===== src/rtl/pc_pkg.sv =====
// Shared definitions for the program-counter unit: FSM state encoding and default parameters.
package pc_pkg;

  typedef enum logic [1:0] {
    BOOT   = 2'd0,
    RUN    = 2'd1,
    HALTED = 2'd2
  } pc_state_e;

  localparam int unsigned  PC_DEF_ADDR_W      = 64;
  localparam int unsigned  PC_DEF_INSTR_BYTES = 4;
  localparam logic [63:0]  PC_DEF_RESET_VEC   = 64'h0;
  localparam int unsigned  PC_DEF_RAS_DEPTH   = 4;

endpackage


===== src/rtl/pc_unit_if.sv =====
// Fetch-side bundle of the PC unit. The call/ret/ras_empty signals only exist when PC_RAS_EN is defined.
interface pc_unit_if import pc_pkg::*; #(
  parameter int unsigned ADDR_W = PC_DEF_ADDR_W
);

  logic              redirect_i;
  logic [ADDR_W-1:0] redirect_addr_i;
  logic              fetch_ready_i;
  logic              halt_i;
  logic              resume_i;
  logic [ADDR_W-1:0] pc_o;
  logic              pc_valid_o;
`ifdef PC_RAS_EN
  logic              call_i;
  logic              ret_i;
  logic              ras_empty_o;
`endif

  // The slave side is the PC unit itself; the master side drives control and consumes the PC.
  modport slave (
    input  redirect_i, redirect_addr_i, fetch_ready_i, halt_i, resume_i,
`ifdef PC_RAS_EN
    input  call_i, ret_i,
    output ras_empty_o,
`endif
    output pc_o, pc_valid_o
  );

  modport master (
    output redirect_i, redirect_addr_i, fetch_ready_i, halt_i, resume_i,
`ifdef PC_RAS_EN
    output call_i, ret_i,
    input  ras_empty_o,
`endif
    input  pc_o, pc_valid_o
  );

endinterface


===== src/rtl/pc_ras.sv =====
// Circular return-address stack; a push onto a full stack overwrites the oldest entry.
// Only compiled when PC_RAS_EN is defined.
`ifdef PC_RAS_EN
module pc_ras #(
  parameter int unsigned DEPTH = 4,
  parameter int unsigned WIDTH = 64
) (
  input  logic             clock,
  input  logic             reset_n,
  input  logic             push_i,
  input  logic             pop_i,
  input  logic [WIDTH-1:0] data_i,
  output logic [WIDTH-1:0] top_o,
  output logic             empty_o,
  output logic             full_o
);

  localparam int unsigned PTR_W = (DEPTH > 1) ? $clog2(DEPTH) : 1;
  localparam int unsigned CNT_W = $clog2(DEPTH + 1);

  logic [WIDTH-1:0] mem_q [DEPTH];
  logic [PTR_W-1:0] wr_ptr_q;
  logic [CNT_W-1:0] count_q;
  logic [PTR_W-1:0] topIdx;
  logic [PTR_W-1:0] nextIdx;
  logic             doPop;

  assign topIdx  = (wr_ptr_q == '0) ? PTR_W'(DEPTH - 1) : wr_ptr_q - 1'b1;
  assign nextIdx = (wr_ptr_q == PTR_W'(DEPTH - 1)) ? '0 : wr_ptr_q + 1'b1;
  assign empty_o = (count_q == '0);
  assign full_o  = (count_q == CNT_W'(DEPTH));
  assign top_o   = mem_q[topIdx];
  assign doPop   = pop_i && !empty_o;

  always_ff @(posedge clock) begin
    if (!reset_n) begin
      wr_ptr_q <= '0;
      count_q  <= '0;
    end else if (doPop && !push_i) begin
      wr_ptr_q <= topIdx;
      count_q  <= count_q - 1'b1;
    end else if (push_i && !doPop) begin
      wr_ptr_q <= nextIdx;
      if (!full_o) begin
        count_q <= count_q + 1'b1;
      end
    end
  end

  // Pop-and-push replaces the top entry in place, so the depth is unchanged.
  always_ff @(posedge clock) begin
    if (reset_n && push_i) begin
      if (doPop) begin
        mem_q[topIdx] <= data_i;
      end else begin
        mem_q[wr_ptr_q] <= data_i;
      end
    end
  end

endmodule
`endif


===== src/rtl/pc_unit.sv =====
// Program-counter unit: BOOT/RUN/HALTED sequencing, fetch handshake, redirects.
// Define PC_RAS_EN to add call/ret handling through the pc_ras return stack.
module pc_unit import pc_pkg::*; #(
  parameter int unsigned       ADDR_W      = PC_DEF_ADDR_W,
  parameter int unsigned       INSTR_BYTES = PC_DEF_INSTR_BYTES,
  parameter logic [ADDR_W-1:0] RESET_VEC   = ADDR_W'(PC_DEF_RESET_VEC),
  parameter int unsigned       RAS_DEPTH   = PC_DEF_RAS_DEPTH
) (
  input logic      clock,
  input logic      reset_n,
  pc_unit_if.slave bus
);

  if (INSTR_BYTES == 0 || RAS_DEPTH == 0) begin : g_cfg_check
    $error("pc_unit: INSTR_BYTES and RAS_DEPTH must be non-zero");
  end

  pc_state_e         state_q, state_d;
  logic [ADDR_W-1:0] pc_q, pc_d;
  logic [ADDR_W-1:0] pcNext;
  logic              pcValid;
  logic              accept;
  logic              retTaken;
  logic              rasPush;
  logic              rasPop;
  logic [ADDR_W-1:0] rasTop;

  assign pcNext = pc_q + ADDR_W'(INSTR_BYTES);
  assign accept = pcValid && bus.fetch_ready_i;

`ifdef PC_RAS_EN
  logic rasEmpty;

  pc_ras #(
    .DEPTH (RAS_DEPTH),
    .WIDTH (ADDR_W)
  ) u_ras (
    .clock   (clock),
    .reset_n (reset_n),
    .push_i  (rasPush),
    .pop_i   (rasPop),
    .data_i  (pcNext),
    .top_o   (rasTop),
    .empty_o (rasEmpty),
    .full_o  ()
  );

  assign retTaken        = bus.ret_i && accept && !rasEmpty;
  assign bus.ras_empty_o = rasEmpty;
`else
  assign retTaken = 1'b0;
  assign rasTop   = '0;
`endif

  always_ff @(posedge clock) begin
    if (!reset_n) begin
      state_q <= BOOT;
      pc_q    <= RESET_VEC;
    end else begin
      state_q <= state_d;
      pc_q    <= pc_d;
    end
  end

  // Priority within RUN: redirect, then a ret that actually pops, then halt/sequential.
  always_comb begin
    state_d = state_q;
    pc_d    = pc_q;
    rasPush = 1'b0;
    rasPop  = 1'b0;
    unique case (state_q)
      BOOT: state_d = RUN;
      RUN: begin
        if (bus.redirect_i) begin
          pc_d = bus.redirect_addr_i;
`ifdef PC_RAS_EN
          rasPush = bus.call_i;
`endif
        end else if (retTaken) begin
          pc_d   = rasTop;
          rasPop = 1'b1;
`ifdef PC_RAS_EN
          rasPush = bus.call_i;
`endif
        end else begin
          if (accept) begin
            pc_d = pcNext;
`ifdef PC_RAS_EN
            rasPush = bus.call_i;
`endif
          end
          if (bus.halt_i) begin
            state_d = HALTED;
          end
        end
      end
      HALTED: begin
        if (bus.redirect_i) begin
          pc_d = bus.redirect_addr_i;
        end else if (bus.resume_i) begin
          state_d = RUN;
        end
      end
      default: state_d = BOOT;
    endcase
  end

  always_comb begin
    pcValid = (state_q == RUN);
  end

  assign bus.pc_o       = pc_q;
  assign bus.pc_valid_o = pcValid;

endmodule


===== src/flat_wrapper.sv =====
// flat-port wrapper written by rule: the top's interface ports become plain ports
module pc_unit_flat import pc_pkg::*;
#(
  parameter int unsigned       ADDR_W      = PC_DEF_ADDR_W,
  parameter int unsigned       INSTR_BYTES = PC_DEF_INSTR_BYTES,
  parameter logic [ADDR_W-1:0] RESET_VEC   = ADDR_W'(PC_DEF_RESET_VEC),
  parameter int unsigned       RAS_DEPTH   = PC_DEF_RAS_DEPTH
)
  (clock, reset_n, bus_redirect_i, bus_redirect_addr_i, bus_fetch_ready_i, bus_halt_i, bus_resume_i, bus_pc_o, bus_pc_valid_o);
  pc_unit_if #(.ADDR_W(ADDR_W)) bus_i ();
  input logic clock;
  input logic reset_n;
  input wire logic [$bits(bus_i.redirect_i)-1:0] bus_redirect_i;
  input wire logic [$bits(bus_i.redirect_addr_i)-1:0] bus_redirect_addr_i;
  input wire logic [$bits(bus_i.fetch_ready_i)-1:0] bus_fetch_ready_i;
  input wire logic [$bits(bus_i.halt_i)-1:0] bus_halt_i;
  input wire logic [$bits(bus_i.resume_i)-1:0] bus_resume_i;
  output wire logic [$bits(bus_i.pc_o)-1:0] bus_pc_o;
  output wire logic [$bits(bus_i.pc_valid_o)-1:0] bus_pc_valid_o;
  assign bus_i.redirect_i = bus_redirect_i;
  assign bus_i.redirect_addr_i = bus_redirect_addr_i;
  assign bus_i.fetch_ready_i = bus_fetch_ready_i;
  assign bus_i.halt_i = bus_halt_i;
  assign bus_i.resume_i = bus_resume_i;
  assign bus_pc_o = bus_i.pc_o;
  assign bus_pc_valid_o = bus_i.pc_valid_o;
  pc_unit #(.ADDR_W(ADDR_W), .INSTR_BYTES(INSTR_BYTES), .RESET_VEC(RESET_VEC), .RAS_DEPTH(RAS_DEPTH)) u_core (.clock(clock), .reset_n(reset_n), .bus(bus_i));
endmodule

===== config.mk =====
export PLATFORM = sky130hd
export DESIGN_NAME = pc_unit_flat
export DESIGN_NICKNAME = d
export VERILOG_FILES = /design/src/rtl/pc_pkg.sv /design/src/rtl/pc_unit_if.sv /design/src/rtl/pc_ras.sv /design/src/rtl/pc_unit.sv /design/src/flat_wrapper.sv
export SDC_FILE = /design/constraint.sdc
export NUM_CORES = 1
export LEC_CHECK = 0
export ABC_AREA = 1
export CORE_MARGIN = 2
export CORE_UTILIZATION = 50
export CTS_CLUSTER_DIAMETER = 150
export DETAILED_ROUTE_END_ITERATION = 8
export GPL_TIMING_DRIVEN = 0
export PLACE_DENSITY = 0.82
export RECOVER_POWER = 50
export SLEW_MARGIN = 20
export SYNTH_ARGS = -nofsm -noshare
export SYNTH_HDL_FRONTEND = slang
export SYNTH_SLANG_ARGS = --single-unit

===== constraint.sdc =====
create_clock -name clock -period 2.25 [get_ports clock]
set_clock_uncertainty 0.1 [all_clocks]
set_input_delay 0.3375 -clock clock [delete_from_list [all_inputs] [get_ports clock]]
set_output_delay 0.3375 -clock clock [all_outputs]
set_load 0.01 [all_outputs]

**Yosys cells after proc, flatten, opt, wreduce, memory -nomap -nowiden**

Index checks and enable logic that the tools add are counted.
Widths: inputs -> output; s select.

- Output and inout bits: 65
- Bits in registers: 66
- Memory bits (writable): 0
- Latch bits: 0
- Memories kept: 0
- ROM bits: 0

- Mux-type cells: 9
- Bitwise logic cells: 0
- Div/mod/pow operators: 0
- Order comparisons: 0
- $mul: 0
- $add $sub $neg: 1
- Shift operators: 0
- Reductions and logical operators: 5
- Equality and inequality tests: 8

Operators with widths:

| cell | number |
|---|---|
| $mux 64 | 3 |
| $pmux 64 s2 | 1 |
| $add 64x3->64 const B | 1 |
| $ne 2x2->1 const B | 5 |
| $mux 2 | 4 |
| $pmux 2 s3 | 1 |
| $reduce_and 4->1 | 1 |
| $ne 3x3->1 const B | 1 |
| $reduce_and 3->1 | 1 |
| $eq 2x1->1 const B | 1 |
| $eq 2x2->1 const B | 1 |
| $logic_not 2->1 | 1 |
| $reduce_bool 2->1 | 1 |
| $logic_and 1x1->1 | 1 |

**Depth between registers and ports, before layout**

- Depth in word-level cells: 5
- Gate-level depth with buffers: 12
- Mapped depth without buffers: 11

**Worst setup path before layout**

No wires, ideal clock.

- Path type: flip-flop to flip-flop
- From: register u_core.pc_q[2], in the netlist u_core.bus.pc_o[2]
- To: register u_core.pc_q[40], in the netlist u_core.bus.pc_o[40]
- Path slack: 0.494 ns
- Required time: 2.018 ns
- Stages on the path, launching flop included: 11
- Setup time: 0.132 ns
- Data arrival time: 1.524 ns
- Cell sequence: dfxtp_1 -> ha_1 -> nand2_2 -> nor2_4 -> nand2_1 -> nor2_2 -> nand2_1 -> o21ai_0 -> nand3_1 -> nand2_1 -> a21oi_1

- Cells in the longest elaborated chain, start to end: 4

RTL lines:

| element | line | RTL |
|---|---|---|
| start: declaration | pc_unit.sv:19 | `logic [ADDR_W-1:0] pc_q, pc_d;` |
| start signal: assignment | pc_unit.sv:61 | `pc_q <= pc_d;` |
| $add 64x3->64 | pc_unit.sv:28 | `assign pcNext = pc_q + ADDR_W'(INSTR_BYTES);` |
| $mux 64 | pc_unit.sv:86 | `if (accept) begin` |
| $mux 64 | pc_unit.sv:74 | `if (bus.redirect_i) begin` |
| $pmux 64 s2 | pc_unit.sv:71 | `unique case (state_q)` |

No other way between the ends. The select of a mux whose other input is x is not followed.
A chain may end at the register's enable or synchronous reset.

**Worst setup path in the final report**

- From: register u_core.pc_q[20], in the netlist u_core.bus.pc_o[20]
- To: register u_core.pc_q[42], in the netlist u_core.bus.pc_o[42]

The elaborated chain is that of the path after synthesis.

==> impl_results.md <==
- Tcrit/Tclk final: 95.4%
- Initial core utilization: about half
- Hold Fails Final Rpt: 0
- First-pass GRT wire length: 32200 um
- Switching share of total power: between 40% and 50%
- Reg2Reg Setup Slack: 0.10 ns
- Syn-to-layout area delta: 34.5%
- Clk pwr share: 14.1%
- Nets: 1114
- Psw: ~0.0037 W
- Post-Place Setup Slack: -0.164 ns
- Vias in the first global route: around 6100
- CP Capture Type: flop
- Area occupied by multi-input gates: about 3300 sq um
- Met3 WL: 2550 um
- Pwr Density: 1090 nW/um^2
- Crit path DAT: 2.29 ns
- Clock Latency Late Sink: 0.38 ns
- Fin. max-slew vios: 0
- DR top layer: met4
- Cts bufs inserted: 9
- Critical Path, Cell by Cell: nand2_1 -> nor2_4 -> nand2_1 -> nor2_2 -> nand2_1 -> o21ai_1 -> nand3_1 -> nand2_1 -> a21oi_1
- Fillers: 923
- Antenna-violating nets left: 0
- HP Class: in2reg
- Worst path slowest cell: dfxtp_1
- CTS tree: done
- F_max: 0.466 GHz
- Seq/Total Area, Yosys: 26.1%
- RD Place Congestion: 0.994
- Crit Path Category: reg2reg
- Gate power share: 55.4%
- Post-synthesis instance total: about 900
- Dpl hpwl: 16100 um
- Outcome: complete, no violations
- DRC: 0
- Setup ws final: 0.102 ns
- Die area: 10900 sq um
- Syn Area/Cell: 5.65 sq um
- FF/Latch Area: between 1000 and 1500 sq um
- Dpl cells: 1161
- Via density: 5.65
- Via count: 6653
- Clk root buf: clkbuf_8
- Drt wl/cell: around 18 um
- Worst Path Max Fanout: 5
- Post-route insts no fill: 1177
- Die H: 105 um
- Die width: about 100 um
- Grt ovf: 0
- Most frequent CP cell: nand2_1
- N_diodes: 0
- Initial antenna violation count: 0
- FF+latch count, synth: 66
- Reg power frac: 30.5%
- # clock sinks: 66
- Internal: roughly 0.0037 W
- Required time of the worst setup path: 2.39 ns
- Worst-margin pin slew: roughly 0.6 ns
- IR Drop Worst-Case VDD: 828 uV
- Syn Nets: 970
- Fin crit period: 2.15 ns
- H-Tree Depth: 3
- WL final: 20800 um
- Count of different cell masters after synthesis: 34
- Core Region: 9820 sq um
- Setup Viol. Count Final: 0
- GR Util All Layers: 38.2%
- Clock transition at path regs: 0.08 ns
- CTS Buffer Depth: 2
- Port Buffer Count: 133
- Largest net degree at the start of global routing: 13
- CP Launch Type: flop
- Post-Syn Area: 5060 sq um
- Layout cells sized above 1: under 10%
- M1 WL: approximately 8800 um
- Largest stage delay, worst path: 0.45 ns
- WL met2: 8660 um
- CTS Hold Bufs: 0
- TritonRoute pass-1 iters: 7
- Slew HR: around 60%
- Row Count: 36
- Leakage: 2.77 nW
- MaxCap Viol Count: 0
- Number of I/O pins: 135
- Synth warnings: 0
- Initial DRC Count: 701
cell usage after synthesis, drive strengths merged:
cell type / number / share of area, %
a211oi: 1 / 0.15
a21o: 1 / 0.15
a21oi: 47 / 4.8
a22oi: 8 / 1.2
a31oi: 9 / 1.1
a32oi: 1 / 0.17
buf: 19 / 1.9
clkbuf: 13 / 0.96
dfxtp: 66 / 26
ha: 5 / 1.2
inv: 83 / 6.2
nand2: 275 / 21
nand3: 81 / 8.0
nand3b: 2 / 0.30
nand4: 10 / 1.2
nor2: 211 / 18
nor3: 6 / 0.69
nor3b: 2 / 0.30
o211ai: 19 / 2.9
o21ai: 34 / 3.4
or2: 1 / 0.12
or3: 1 / 0.12
final cells by class:
cell class | count | share of cell area (%)
sequential | 66 | 19.4
clock inverter | 6 | 0.993
timing repair buffer | 133 | 19.6
clock buffer | 10 | 1.88
buffer | 32 | 2.24
inverter | 83 | 4.58
tap | 133 | 2.45
multi-input combinational | 714 | 48.9
power groups by stage:
stage          Sequential [W]  Clock (W)  Combinational, W
2_1_floorplan         0.00227          0           0.00223
3_3_place_gp          0.00227          0           0.00403
3_5_place_dp          0.00227          0           0.00412
4_1_cts               0.00225    0.00105           0.00414
5_1_grt               0.00233    0.00110           0.00449
6_report              0.00227    0.00105           0.00411
cells in the final DEF (no fill, tap or decap), types with 4 or more instances in the layout:
cell,Yosys,final
nor3_1,5,5
clkbuf_2,0,6
nand4_1,10,10
nand2_1,261,261
o21ai_0,31,30
nand3_1,81,80
inv_1,78,78
buf_2,15,14
inv_2,5,5
clkbuf_1,13,11
nand2_2,12,12
nor2_4,6,9
ha_1,5,5
nor2_2,11,14
dfxtp_1,66,65
a31oi_1,9,9
a21oi_1,45,45
o211ai_1,18,18
o21ai_1,3,4
dlygate4sd3_1,0,61
a22oi_1,8,8
clkdlybuf4s50_1,0,72
nor2_1,192,186
clkbuf_8,0,9
flip-flops by register name (all words and copies together) (netlist names):
register / count
u_core.state_q: 2
u_core.bus.pc_o: 64
stage by stage:
step                      total power [W]  area, sq um  util [%]  TNS (ns)  hold WS [ns]
final                             0.00742         6800      69.3         0         0.332
after global routing              0.00792         6800      69.3  -0.00649         0.337
after CTS                         0.00744         6750      68.8         0         0.304
after detailed placement          0.00639         6560      66.8     -2.25         0.402
after global placement            0.00630         6560      66.8     -1.12         0.396
after floorplan                   0.00450         5060         -         0         0.372
metal layers:
metal  vias up  global-route usage (%)
met1      2958                    53.4
met5         -                       0
met4         0                    17.0
met3        62                    10.8
met2       457                    54.4
li1       3176                       -
path summary, 6_finish.rpt:
path / start / to / cells past startpoint
max reg2reg: u_core.bus.pc_o[20] / u_core.bus.pc_o[42] / 9
min reg2reg: u_core.bus.pc_o[63] / u_core.bus.pc_o[63] / 2
max: u_core.bus.pc_o[20] / u_core.bus.pc_o[42] / 9
min: reset_n / u_core.bus.pc_o[12] / 3
cell families after synthesis:
| logic type | after synthesis | synth area share (%) |
|---|---|---|
| DFF | 66 | 26.1 |
| and+or+nand+nor | 589 | 49.8 |
| AOI/OAI and AO/OA | 120 | 13.9 |
| adders and majority gates | 5 | 1.24 |
| buffers and inverters | 115 | 8.98 |
critical path, delay by kind of cell, from the launching register on:
kind | cells | cell delay [ns]
flip-flops | 1 | 0.45
AO/OA/AOI/OAI | 2 | 0.20
AND/OR/NAND/NOR | 7 | 1.25
what timing repair did:
item,4_1_cts,5_1_grt
pin swaps,0,0
setup endpoints to repair,1,33
setup buffers,0,0
gates cloned,0,0
gates resized for setup,1,22
hold endpoints to repair,0,0
Note: power is estimated with default switching activity, not from simulation.
